--- config.mk ---
export PLATFORM = sky130hd
export DESIGN_NAME = overlap_add
export DESIGN_NICKNAME = d
export VERILOG_FILES = /design/src/rtl/ola_pkg.sv /design/src/rtl/ola_tail_buf.sv /design/src/rtl/overlap_add.sv
export SDC_FILE = /design/constraint.sdc
export NUM_CORES = 1
export LEC_CHECK = 0
export CORE_UTILIZATION = 60
export DETAILED_ROUTE_END_ITERATION = 12
export PLACE_DENSITY = 0.78
export SETUP_SLACK_MARGIN = 0.05
export SLEW_MARGIN = 20
export SYNTH_ARGS = -nofsm -noshare
export SYNTH_HDL_FRONTEND = slang
export SYNTH_HIERARCHICAL = 1
export SYNTH_SLANG_ARGS = --single-unit
--- constraint.sdc ---
create_clock -name clk -period 10.85 [get_ports clk]
set_input_delay 1.6275 -clock clk [delete_from_list [all_inputs] [get_ports clk]]
set_output_delay 1.6275 -clock clk [all_outputs]
set_load 0.01 [all_outputs]
--- src/rtl/ola_pkg.sv ---
// Shared constants, sample type and saturating adder for overlap_add.
// sat_add adds at DATA_W+1 bits, clamps to the signed range, flags overflow.
package ola_pkg;

  localparam int DATA_W  = 32;
  localparam int FRAME_N = 32;
  localparam int HOP     = FRAME_N / 2;
  localparam int IDX_W   = $clog2(FRAME_N);
  localparam int TAIL_W  = $clog2(HOP);

  typedef logic signed [DATA_W-1:0] sample_t;

  typedef struct packed {
    logic    ovf;
    sample_t sum;
  } sat_res_t;

  function automatic sat_res_t sat_add(
    input sample_t a,
    input sample_t b
  );
    logic [DATA_W:0] s;
    sat_res_t        r;
    s     = {a[DATA_W-1], a} + {b[DATA_W-1], b};
    r.ovf = s[DATA_W] ^ s[DATA_W-1];
    if (!r.ovf)
      r.sum = s[DATA_W-1:0];
    else if (s[DATA_W])
      r.sum = {1'b1, {(DATA_W-1){1'b0}}};
    else
      r.sum = {1'b0, {(DATA_W-1){1'b1}}};
    return r;
  endfunction

endpackage

--- src/rtl/ola_tail_buf.sv ---
// Tail storage: HOP x DATA_W register file, one write and one comb read port.
// Ports: clk, reset (sync clear), we/waddr/wdata, raddr/rdata.
module ola_tail_buf
  import ola_pkg::*;
(
  input  logic              clk,
  input  logic              reset,
  input  logic              we,
  input  logic [TAIL_W-1:0] waddr,
  input  logic [DATA_W-1:0] wdata,
  input  logic [TAIL_W-1:0] raddr,
  output logic [DATA_W-1:0] rdata
);

  logic [DATA_W-1:0] mem [HOP];

  always_ff @(posedge clk) begin
    if (reset) begin
      for (int i = 0; i < HOP; i++)
        mem[i] <= '0;
    end else if (we) begin
      mem[waddr] <= wdata;
    end
  end

  assign rdata = mem[raddr];

endmodule

--- src/rtl/overlap_add.sv ---
// 50% overlap-add of 32-point IFFT frames, hop 16, saturated registered out.
// Ports: clk, reset, enable_in, ifft_in_re -> enable_out, ola_out, frame_done, sat_flag.
module overlap_add
  import ola_pkg::*;
#(
  parameter int IN_SHIFT = 0
) (
  input  logic              clk,
  input  logic              reset,
  input  logic              enable_in,
  input  logic [DATA_W-1:0] ifft_in_re,
  output logic              enable_out,
  output logic [DATA_W-1:0] ola_out,
  output logic              frame_done,
  output logic              sat_flag
);

  logic [IDX_W-1:0]  idx;
  logic              add_ph;
  sample_t           x;
  logic [DATA_W-1:0] tail_rd;
  sat_res_t          res;

  // upper half of the frame only refills the tail
  assign add_ph = ~idx[IDX_W-1];
  assign x      = $signed(ifft_in_re) >>> IN_SHIFT;
  assign res    = sat_add(x, sample_t'(tail_rd));

  ola_tail_buf u_tail (
    .clk   (clk),
    .reset (reset),
    .we    (enable_in & ~add_ph),
    .waddr (idx[TAIL_W-1:0]),
    .wdata (x),
    .raddr (idx[TAIL_W-1:0]),
    .rdata (tail_rd)
  );

  always_ff @(posedge clk) begin
    if (reset) begin
      idx        <= '0;
      enable_out <= 1'b0;
      ola_out    <= '0;
      frame_done <= 1'b0;
      sat_flag   <= 1'b0;
    end else begin
      enable_out <= enable_in & add_ph;
      frame_done <= enable_in & (&idx);
      if (enable_in)
        idx <= idx + 1'b1;
      if (enable_in && add_ph) begin
        ola_out <= res.sum;
        if (res.ovf)
          sat_flag <= 1'b1;
      end
    end
  end

endmodule

==> impl_summary.md, run 1 <==
Yosys
The portion of synthesized cell area occupied by the leading cell type is 57.9%. The most used flip-flop cell after synthesis is edfxtp_1. The number of warnings printed during yosys synthesis is 6. The average cell area after synthesis is 14.5 sq um. By area the synthesized netlist is led by edfxtp_1 58%, and2_1 11%, mux4_2 11%, dfxtp_1 3.0%, a22oi_1 1.8%. The combined area of all synthesized cells is 26600 sq um.

The count of state elements after synthesis is 552. The distinct cell type count after synthesis is roughly 80. The top cell type by total area after synthesis is edfxtp_1. The sequential element share of the synthesized area is 60.9%. After synthesis, the share of flip-flops with an asynchronous set or reset is 0%. The commonest cells after synthesis are 512 x edfxtp_1, 484 x and2_1, 128 x mux4_2. The number of enable flip-flop cells after synthesis is just over 500.

The number of nets in the synthesized netlist is approximately 1900. The most common cell in the synthesized netlist is edfxtp_1. The cell count after synthesis came out at about 1800.

STA
The number of pins with negative max-slew slack in the final report is 0. For the final routed database, the setup TNS stands at 0 ns. The final period demand of the worst path is around 5.6 ns. At the pin with the least slew margin, the transition time is 1.17 ns. Measured against its own limit, the worst slew margin works out to 21.6%. The final-report hold violation count is 0. For the final database, setup skew stands at approximately 0.037 ns.

Setup violations remaining at the end of the flow were counted as 0. Setup repair after global routing left no endpoint under its margin. The worst path meets setup with 5.22 ns of slack. The worst-case hold slack is 0.469 ns.

Of the available clock period, the critical path in the final layout requires 51.9%. The achievable frequency is 0.178 GHz.

Setup path
The arrival time of data at the critical path endpoint is approximately 6.1 ns. The top fanout value on the critical path is 97. The type of element capturing the critical path is a register. STA classifies the critical path startpoint as a register. At the worst endpoint, the required time is 11.34 ns. The worst setup path category is reg2reg.

Route
The routed wire length per instance is 27.6 microns. The final wirelength is 68.8 mm. The number of vias per cell after detailed routing is 6.48. The total number of vias is 16100.

The number of nets still failing antenna checks after routing is 0. The first detailed-routing pass ran for 5 iterations. After detailed routing, the number of remaining DRC violations is 0.

The number of DRC violations after detailed-routing iteration 0 is 2117.

Global routing
Entering global routing, the biggest net connects just under 100 pins. In the global route stage, overall resource usage came out at approximately a third. The wire length of the first global-routing pass is 101 mm. The global routing met2 resource utilization is 49.0%. The met1 usage is roughly 44%. The initial antenna violation count is 2. In the global route stage, met3 resource usage came out at 6.65%. For this run the aggregate overflow at the end of global routing stands at 0. The number of global-route vias before repair came to 15800.

After global routing, the most crowded layer is met2.

Flow run
Max-cap violations in this run came to 0.

Clocking
The clock insertion delay at the later pin of the skew report is 0.63 ns. Clock tree synthesis selected as its root buffer the cell clkbuf_16. The number of clock sinks is 552. The number of hold buffers added after cts is 0. The clock transition at the registers of the reported paths is 0.06 ns.

The post-cts gate resize count is 0. The H-tree was split into 2 levels. The number of CTS-inserted buffers is 56. Counting along the longest clock path gives a buffer depth of 3. The number of setup buffers added after CTS is 0. TritonCTS built the clock tree.

Power and ir drop
The share of total power dissipated in sequential elements is 48.3%. In this run, the clock network consumes 37.7% of the power. The cell internal power dissipation is 3.82 mW. In this run the power density over the cells is 172 nW/um^2. The maximum VDD drop is between 0.0001 and 0.00015 V.

The net switching share of the total power is 24.7%. The portion of total power attributed to combinational logic is 14.0%. In this run the static leakage power is around 11 nW.

The switching power is 1.25 mW.

Finish
The antenna diode instance count is 0. In the final layout, the share of cells above drive strength 1 is between 10% and 20%. For this run, the post-layout net count is 1927. Counting the fill cells in the layout gives 2974.

The area growth from synthesis to layout is 11.1%.

Outcome
The flow ran to the end, and the final reports show no timing, DRC or antenna violations.

Floorplanning
The floorplan step defined a die boundary enclosing 45100 sq um. The floorplan row count is between 70 and 80. In this run the standard cell core region covers 43400 sq um. The floorplan step set the die width to 212 microns. The initial core utilization is 61.3%. 70 I/O pins were placed. The height of the die is approximately 210 microns.

Hold path
In this run the worst hold path is classified as reg2reg.

Place
Port buffering added 69 buffers. Timing analysis after detailed placement gives a worst setup slack of roughly 4.8 ns. Summed over all nets, the half-perimeter wirelength after detailed placement is 37.3 mm. At the end of routability-driven placement, the weighted congestion stood at 0.915.
[sequential cells by signal, indices dropped and copies added (netlist names)]
name,count
u_tail/mem,512
idx,5
ola_out,32
sat_flag,1
enable_out,1
frame_done,1
[metrics by stage]
stage               instance area [sq um]  power (mW)  instances  util [%]
detailed placement                  27700        3.19       2384      63.9
finish                              29500        5.08       2489      68.1
CTS                                 29500        5.08       2489      68.1
global route                        29500        5.22       2489      68.1
floorplan                           26600        2.97       1837         -
global placement                    27700        3.17       2384      63.9
[critical path, cell delays in order, from the launching register on]
cell	delay [ns]
dfxtp_4	0.96
buf_12	0.71
mux4_2	0.60
a22oi_1	0.26
nand2_1	0.10
ha_1	0.39
a211oi_1	0.25
nor2_1	0.09
or2_1	0.25
a211o_1	0.25
a21o_1	0.23
o21ai_1	0.30
and2_2	0.60
maj3_2	0.36
a211oi_2	0.07
[power groups by stage]
stage	clock (mW)	sequential (mW)	combinational [mW]
6_report	1.92	2.45	0.710
5_1_grt	2.01	2.46	0.751
4_1_cts	1.93	2.45	0.699
3_5_place_dp	0	2.49	0.696
3_3_place_gp	0	2.49	0.684
2_1_floorplan	0	2.48	0.491
[cells by family after synthesis]
kind of cell | after synthesis | share of synthesized area (%)
compound gates | 202 | 5.79
xor+xnor | 32 | 1.13
fa+ha+maj | 61 | 2.75
buf+inv | 155 | 2.65
flops | 552 | 60.9
mux | 130 | 10.9
simple gates | 705 | 15.9
[layout by cell type (no fill, tap or decap), drive strengths merged, types with 3 or more instances in the layout]
cell,n
a211oi,34
a21boi,3
a21o,11
a21oi,35
a22oi,64
and2,516
and3,4
buf,41
bufinv,3
clkbuf,84
clkdlybuf4s50,68
clkinv,18
dfxtp,40
edfxtp,512
ha,34
inv,8
maj3,26
mux4,128
nand2,53
nand2b,7
nand3,4
nand4,6
nor2,68
nor2b,9
nor3,8
o211ai,5
o21a,6
o21ai,21
o21bai,3
or2,19
xnor2,19
xor2,13
[path summary, 6_finish.rpt]
kind	startpoint	endpoint	slack (ns)	cells after the start
worst max-delay path	idx[0]$_SDFFE_PP0P_	ola_out[1]$_SDFFE_PP0P_	5.22	14
worst max register to register	idx[0]$_SDFFE_PP0P_	ola_out[1]$_SDFFE_PP0P_	5.22	14
worst min register to register	ola_out[31]$_SDFFE_PP0P_	ola_out[31]$_SDFFE_PP0P_	0.47	2
worst min-delay path	ola_out[31]$_SDFFE_PP0P_	ola_out[31]$_SDFFE_PP0P_	0.47	2
[final cells by class]
| cell class | instances | area (sq um) | share of cell area [%] |
|---|---|---|---|
| flip-flops and latches | 552 | 16200 | 54.8 |
| multi-input cells | 1130 | 9750 | 33.0 |
| clock buffers | 84 | 1640 | 5.56 |
| repair buffers | 109 | 998 | 3.38 |
| well taps | 585 | 732 | 2.48 |
| clock inverters | 21 | 183 | 0.619 |
| inverters | 8 | 30.0 | 0.102 |
[routing by layer]
metal	part of all wire (%)	up-vias
met2	46	1044
met1	38	8078
met4	3.4	0
met3	13	164
li1	-	6831
met5	0	-
No activity file was read; power rests on OpenSTA's default activity.
==> inputs of run 2 (changes only) <==
==> constraint.sdc (replaced) <==
create_clock -name clk -period 5.88 [get_ports clk]
set_input_delay 0.882 -clock clk [delete_from_list [all_inputs] [get_ports clk]]
set_output_delay 0.882 -clock clk [all_outputs]
set_load 0.01 [all_outputs]
==> impl_summary.md, run 2 (synthesis gave the netlist of run 1 again) <==
Route
The number of nets still failing antenna checks after routing is 0. The first-pass iteration count of the detailed router is 5. The final route contains 16200 vias. The routed wire length per instance is 26.9 microns.

The final wirelength is 67.4 mm. The number of DRC violations after detailed-routing iteration 0 is 1940. The number of vias per cell after detailed routing is approximately 6.5. The count of unresolved DRC violations after routing is 0.

Place
At the end of routability-driven placement, the weighted congestion stood at roughly 0.99. The count of buffers inserted at the top-level ports is 69. Before CTS, the worst setup slack after placement is 0.986 ns. Including well taps, the total number of placed cells is about 2400. Detailed placement ended at an HPWL of roughly 40 mm.

STA
The share of the clock period used by the worst path is 84.5%. Across the routed clock network, the largest skew measured is 0.0347 ns. Setup violations remaining at the end of the flow were counted as 0. For the finished layout, the period the worst path requires is 4.97 ns. After routing, the total negative slack on setup checks comes to 0 ns.

Derived from the worst setup path, the maximum achievable clock frequency is 0.201 GHz. The number of pins with negative max-slew slack in the final report was 0. The final critical-path setup slack is 0.914 ns. Setup repair after global routing left no endpoint under its margin. For the pin with the worst max-slew slack, the measured transition is 1.19 ns. The final-report hold violation count is 0. The remaining max-slew budget at the tightest pin is 20.5%.

Setup path
The arrival time of data at the critical path endpoint is 5.43 ns. Counting cells, the worst reg-to-reg path comes to 17. The top fanout value on the critical path is 25.

On the worst path, the slowest cell contributes a delay of between 0.6 and 0.7 ns. The worst reg2reg path startpoint is idx[0]$_SDFFE_PP0P_. The worst setup path is launched from a register.

The type of element capturing the critical path is a register. The critical path in this run is classified as reg2reg. The critical register-to-register path endpoint is ola_out[29]$_SDFFE_PP0P_. The highest-delay cell along the critical path is dfxtp_4. For the worst setup path, the data required time is around 6.4 ns. The cell occurring most often along the worst timing path is buf_12.

Traced cell by cell, the critical path runs through buf_12 -> buf_12 -> buf_12 -> mux4_2 -> a22oi_1 -> nand2_1 -> ha_1 -> nand4_1 -> or2_2 -> o22ai_1 -> nor2_1 -> nand2_1 -> o21ai_0 -> a311oi_1 -> buf_4 -> maj3_2 -> a211oi_2. In this run the worst setup path begins at idx[0]$_SDFFE_PP0P_. The setup check on the worst reg-to-reg path leaves a slack of 0.91 ns.

Floorplanning
The initialized floorplan defines 76 standard-cell rows. The I/O pin count is 70. The initial core utilization is 61.3%. The die covers 45100 sq um. The floorplan step defined a core boundary enclosing ~43000 sq um. The height of the die is between 200 and 250 microns. The horizontal die dimension is 212 microns.

Global routing
The initial antenna violation count is 3. The maximum number of pins on one net before global-route repair is 60. The overflow left after global routing is 0. The number of global-route vias before repair is between 15000 and 20000. The wire length of the first global-routing pass is about 99 mm. The overall routing resource usage is 30.5%.

Hold path
The end point of the most critical hold path is ola_out[31]$_SDFFE_PP0P_. The cell depth of the worst min-delay path is 2. The worst min-delay path category is reg2reg.

The startpoint of the worst hold path is ola_out[31]$_SDFFE_PP0P_.

Finish
Leaving out fill and tap cells, the most frequent cell in the layout is edfxtp_1. The relative area change from synthesis to final layout is 11.7%. The register with the most flip-flops in the layout has 512 of them. The fraction of final layout cells sized beyond drive strength 1 is 20.4%. The final layout contains 1946 nets.

The largest registers in the layout are u_tail/mem: 512 flops, ola_out: 32 flops, idx: 5 flops. The register with the most flip-flops in the final layout is u_tail/mem. The core occupancy in the finished layout is 68.4%.

In the layout the commonest cells are 512 x edfxtp_1, 484 x and2_1, 128 x mux4_2. The finished layout holds 2504 standard cells, fillers aside.

Power and ir drop
The worst-case IR drop observed on VDD is 0.000205 V. For this design the static power due to leakage is 10.8 nW. The ratio of total power to cell area is 313 nW/um^2.

Clocking
The longest clock path from root to sink contains 3 buffers. The clock insertion delay at the later pin of the skew report is 0.62 ns. The post-cts gate resize count is 0. After clock tree synthesis, the clock-pin slew on the worst setup and hold paths is 0.06 ns. The clock tree from TritonCTS is done.

The clock drives between 500 and 600 sinks. The clock tree root buffer cell is clkbuf_16. The number of CTS-inserted buffers is 54.

The depth of the CTS H-tree is 2. The number of setup buffers added after CTS is 0. The number of hold buffers added after cts is 0.

Outcome
The flow ran to the end, and the final reports show no timing, DRC or antenna violations.

Flow run
The count of maximum capacitance violations is 0.
run 2: cell count changes in the layout (fill, tap and decap cells not counted), sizes merged:
cell	before	now
clkinv	18	23
inv	8	9
diode	0	2
clkbuf	84	63
buf	41	62
clkinvlp	0	4
bufinv	3	6
run 2: per-layer routing:
layer  wire, microns  GRT usage [%]
met1           25900           41.9
met2           31400           48.2
met3            7760           6.71
met4            2400           10.9
met5               0              0
run 2: critical path, delay by kind of cell, from the launching register on:
kind	cells	cell delay [ns]
mux	1	0.53
flops	1	0.62
fa+ha+maj	2	0.63
compound gates	5	1.14
simple gates	5	0.88
buf+inv	4	0.96
run 2: worst max-delay path by stage:
| stage | to | slack (ns) | cells after the start |
|---|---|---|---|
| floorplan | ola_out[25]$_SDFFE_PP0P_ | 1.73 | 18 |
| global placement | ola_out[29]$_SDFFE_PP0P_ | 1.09 | 17 |
| detailed placement | ola_out[12]$_SDFFE_PP0P_ | 0.99 | 15 |
| CTS | ola_out[12]$_SDFFE_PP0P_ | 0.93 | 15 |
| global route | ola_out[12]$_SDFFE_PP0P_ | 0.67 | 15 |
| finish | ola_out[29]$_SDFFE_PP0P_ | 0.91 | 17 |
run 2: area by class of cell:
class	count	area, sq um
clock inverters	34	319
inverters	8	30.0
fillers	2890	13700
multi-input cells	1130	9760
repair buffers	130	1220
diodes	2	5.00
clock buffers	63	1410
flip-flops and latches	552	16200
well taps	585	732
run 2: where the power goes:
part	switching (mW)	internal (mW)	leakage (nW)
clock network	1.45	1.96	0.839
logic	0.775	0.590	4.35
registers	0.0747	4.44	5.62
run 2: per-stage QoR:
stage / instance area (sq um) / total power [mW] / hold slack, ns
after CTS: 29600 / 9.30 / 0.467
after floorplan: 26600 / 5.48 / 0.481
after detailed placement: 27900 / 5.93 / 0.458
after global placement: 27900 / 5.89 / 0.444
final: 29700 / 9.29 / 0.463
after global routing: 29700 / 9.55 / 0.494
==> inputs of run 3 (changes only) <==
==> constraint.sdc (replaced) <==
create_clock -name clk -period 4.7 [get_ports clk]
set_input_delay 0.705 -clock clk [delete_from_list [all_inputs] [get_ports clk]]
set_output_delay 0.705 -clock clk [all_outputs]
set_load 0.01 [all_outputs]
==> impl_summary.md, run 3 (synthesis gave the netlist of run 1 again) <==
Outcome
The flow ran to the end, and the final reports show no timing, DRC or antenna violations.

Setup path
Data on the critical path is required at its endpoint by 5.16 ns. STA classifies the critical path endpoint as a register. The top fanout value on the critical path is 44. Counting cells, the worst reg-to-reg path comes to 15. STA classifies the critical path startpoint as a register. The worst setup path category is reg2reg.

The arrival time of data at the critical path endpoint is 4.97 ns.

STA
In the final timing run, aggregate negative setup slack is 0 ns. The final critical-path setup slack is 0.190 ns. The transition time at the pin with the least slew margin is 0.831 ns. Across all hold checks on the routed design, the worst slack comes to 0.483 ns.

Timing would allow up to 0.222 GHz. Setup repair after global routing could not meet its margin everywhere. On the final layout, the worst clock skew is roughly 0.023 ns. Headroom to the max-slew limit came out at 44.6%. The number of failing setup endpoints in the final timing report is 0. The final period demand of the worst path is between 4 and 5 ns. The number of pins with negative max-slew slack in the final report was 0. Of the available clock period, the critical path in the final layout requires a little over nine tenths. The final-report hold violation count is 0.

Finish
The largest registers in the layout are u_tail/mem: 512 flops, ola_out: 32 flops, idx: 5 flops. The top cell types in the final layout, fill and taps aside, are 512 x edfxtp_1, 483 x and2_1, 128 x mux4_2. Leaving out fill and tap cells, the most frequent cell in the layout is edfxtp_1. The core occupancy in the finished layout is 69.6%. The final net count is about 2000. The final standard cell area without fillers is 30200 sq um. The fraction of final layout cells sized beyond drive strength 1 is 22.7%.

From synthesis to final layout, the design area changed by 13.6%. More flip-flops sit in one register than any other, and that register is u_tail/mem. The register with the most flip-flops in the layout has 512 of them.

Global routing
The initial antenna violation count is 4. The first global-routing pass estimated 99.9 mm of wire. After global routing the overflow that remains totals 0. The overall routing resource usage is 30.7%. Entering global routing, the biggest net connects 49 pins.

The number of global-route vias before repair was roughly 16000.

Route
The first detailed-routing pass ran for 5 iterations. The count of unresolved DRC violations after routing is 0. After detailed routing, the total wire length is 67.0 mm. Dividing the detail-routed wire length by the instance count gives approximately 26 microns. Dividing the detail-routed via count by the number of cells gives 6.37. The count of nets left with antenna violations once routing finished came out at 0.

The number of DRC violations after detailed-routing iteration 0 is 2069. The total number of vias is 16300.

Power and ir drop
For this design the static power due to leakage is ~11 nW. The worst-case IR drop observed on VDD is 0.000351 V. Power spread over the standard cell area amounts to around 400 nW/um^2.

Clocking
The number of CTS-inserted buffers is 54. The clock insertion delay at the later pin of the skew report is 0.61 ns. The maximum number of buffers from clock root to sink is 3. The tree is rooted in a clkbuf_16. The depth of the CTS H-tree is 2. Clock-pin slew was measured on the worst setup and hold paths at around 0.06 ns. Buffers inserted to repair hold after CTS numbered 0. The clock tree from TritonCTS is done.

The number of clock sinks is about 550.

Hold path
The tightest min-delay check is of the reg2reg type. The cell depth of the worst min-delay path is 2.

Place
Timing analysis after detailed placement gives a worst setup slack of slightly below 0.05 ns. The weighted congestion at the end of routability-driven global placement is between 0.9 and 1. In this run the cell area measured after placement is 28300 sq um. Once detailed placement completed, the half-perimeter wirelength came to 41.1 mm. During placement, the flow inserted port buffers numbering 69.

Floorplanning
The placeable core region is 43400 sq um. Measured along the y axis, the die boundary spans 212 microns. The I/O pin count is 70. The initial utilization of the core area, before any placement, comes to slightly above 60%. The floorplan has 76 rows. The floorplan step set the die width to roughly 210 microns. The area of the die is between 40000 and 50000 sq um.

Flow run
The tool flagged a number of max-cap violations equal to 0.
[run 3: cell types whose count changed in the layout (fill, tap and decap cells not counted), sizes merged]
cell / before / now
clkinv: 23 / 30
buf: 62 / 107
clkinvlp: 4 / 3
xor2: 13 / 14
clkbuf: 63 / 62
diode: 2 / 5
[run 3: stage by stage]
| step | power, mW | cells |
|---|---|---|
| floorplan | 6.86 | 1837 |
| global placement | 7.42 | 2447 |
| detailed placement | 7.47 | 2447 |
| CTS | 11.7 | 2549 |
| global route | 12.1 | 2553 |
| finish | 11.8 | 2558 |
[run 3: area by class of cell]
| class | instances | area, sq um |
|---|---|---|
| tap | 585 | 732 |
| clock inverter | 40 | 345 |
| sequential | 552 | 16200 |
| timing repair buffer | 176 | 1670 |
| multi-input combinational | 1131 | 9800 |
| antenna | 5 | 12.5 |
| inverter | 8 | 30.0 |
| fill | 2916 | 13200 |
| clock buffer | 61 | 1400 |
[run 3: per-layer routing]
metal  vias to the layer above  share of wire (%)  track usage, %  wire (microns)
met4                         0                2.9            10.9            1970
met3                       136                 11            5.67            7400
met1                      8219                 39            43.4           26100
li1                       6972                  -               -               -
met2                       971                 47            48.3           31600
met5                         -                  0               0               0
[run 3: what timing repair did]
item                                    CTS  global route
gates cloned                              1             0
pin swaps                                 0             1
endpoints found under the hold margin     0             0
gates resized for setup                   0            10
endpoints found under the setup margin   20            32
buffers inserted                          0             4
[run 3: power by group]
part	internal [mW]	switching, mW	leakage [nW]	total (mW)
registers	5.55	0.0823	5.62	5.63
logic	0.812	1.00	4.63	1.81
clock network	2.46	1.86	0.855	4.32
[run 3: worst max-delay path, stage by stage, from the launching register on]
cell	delay (ns)
dfxtp_4	0.47
buf_12	0.35
mux4_2	0.57
a22oi_1	0.35
nand2_1	0.11
ha_1	0.30
o21ai_0	0.20
nor2_1	0.10
or2_1	0.25
a211o_1	0.29
a21o_1	0.25
o21ai_1	0.32
and2_1	0.24
buf_12	0.20
maj3_2	0.22
a211oi_2	0.07
[run 3: worst paths after layout]
path / from / end / slack [ns]
hold reg to reg: ola_out[31]$_SDFFE_PP0P_ / ola_out[31]$_SDFFE_PP0P_ / 0.48
setup / recovery: idx[0]$_SDFFE_PP0P_ / ola_out[23]$_SDFFE_PP0P_ / 0.19
setup reg to reg: idx[0]$_SDFFE_PP0P_ / ola_out[23]$_SDFFE_PP0P_ / 0.19
hold / removal: ola_out[31]$_SDFFE_PP0P_ / ola_out[31]$_SDFFE_PP0P_ / 0.48
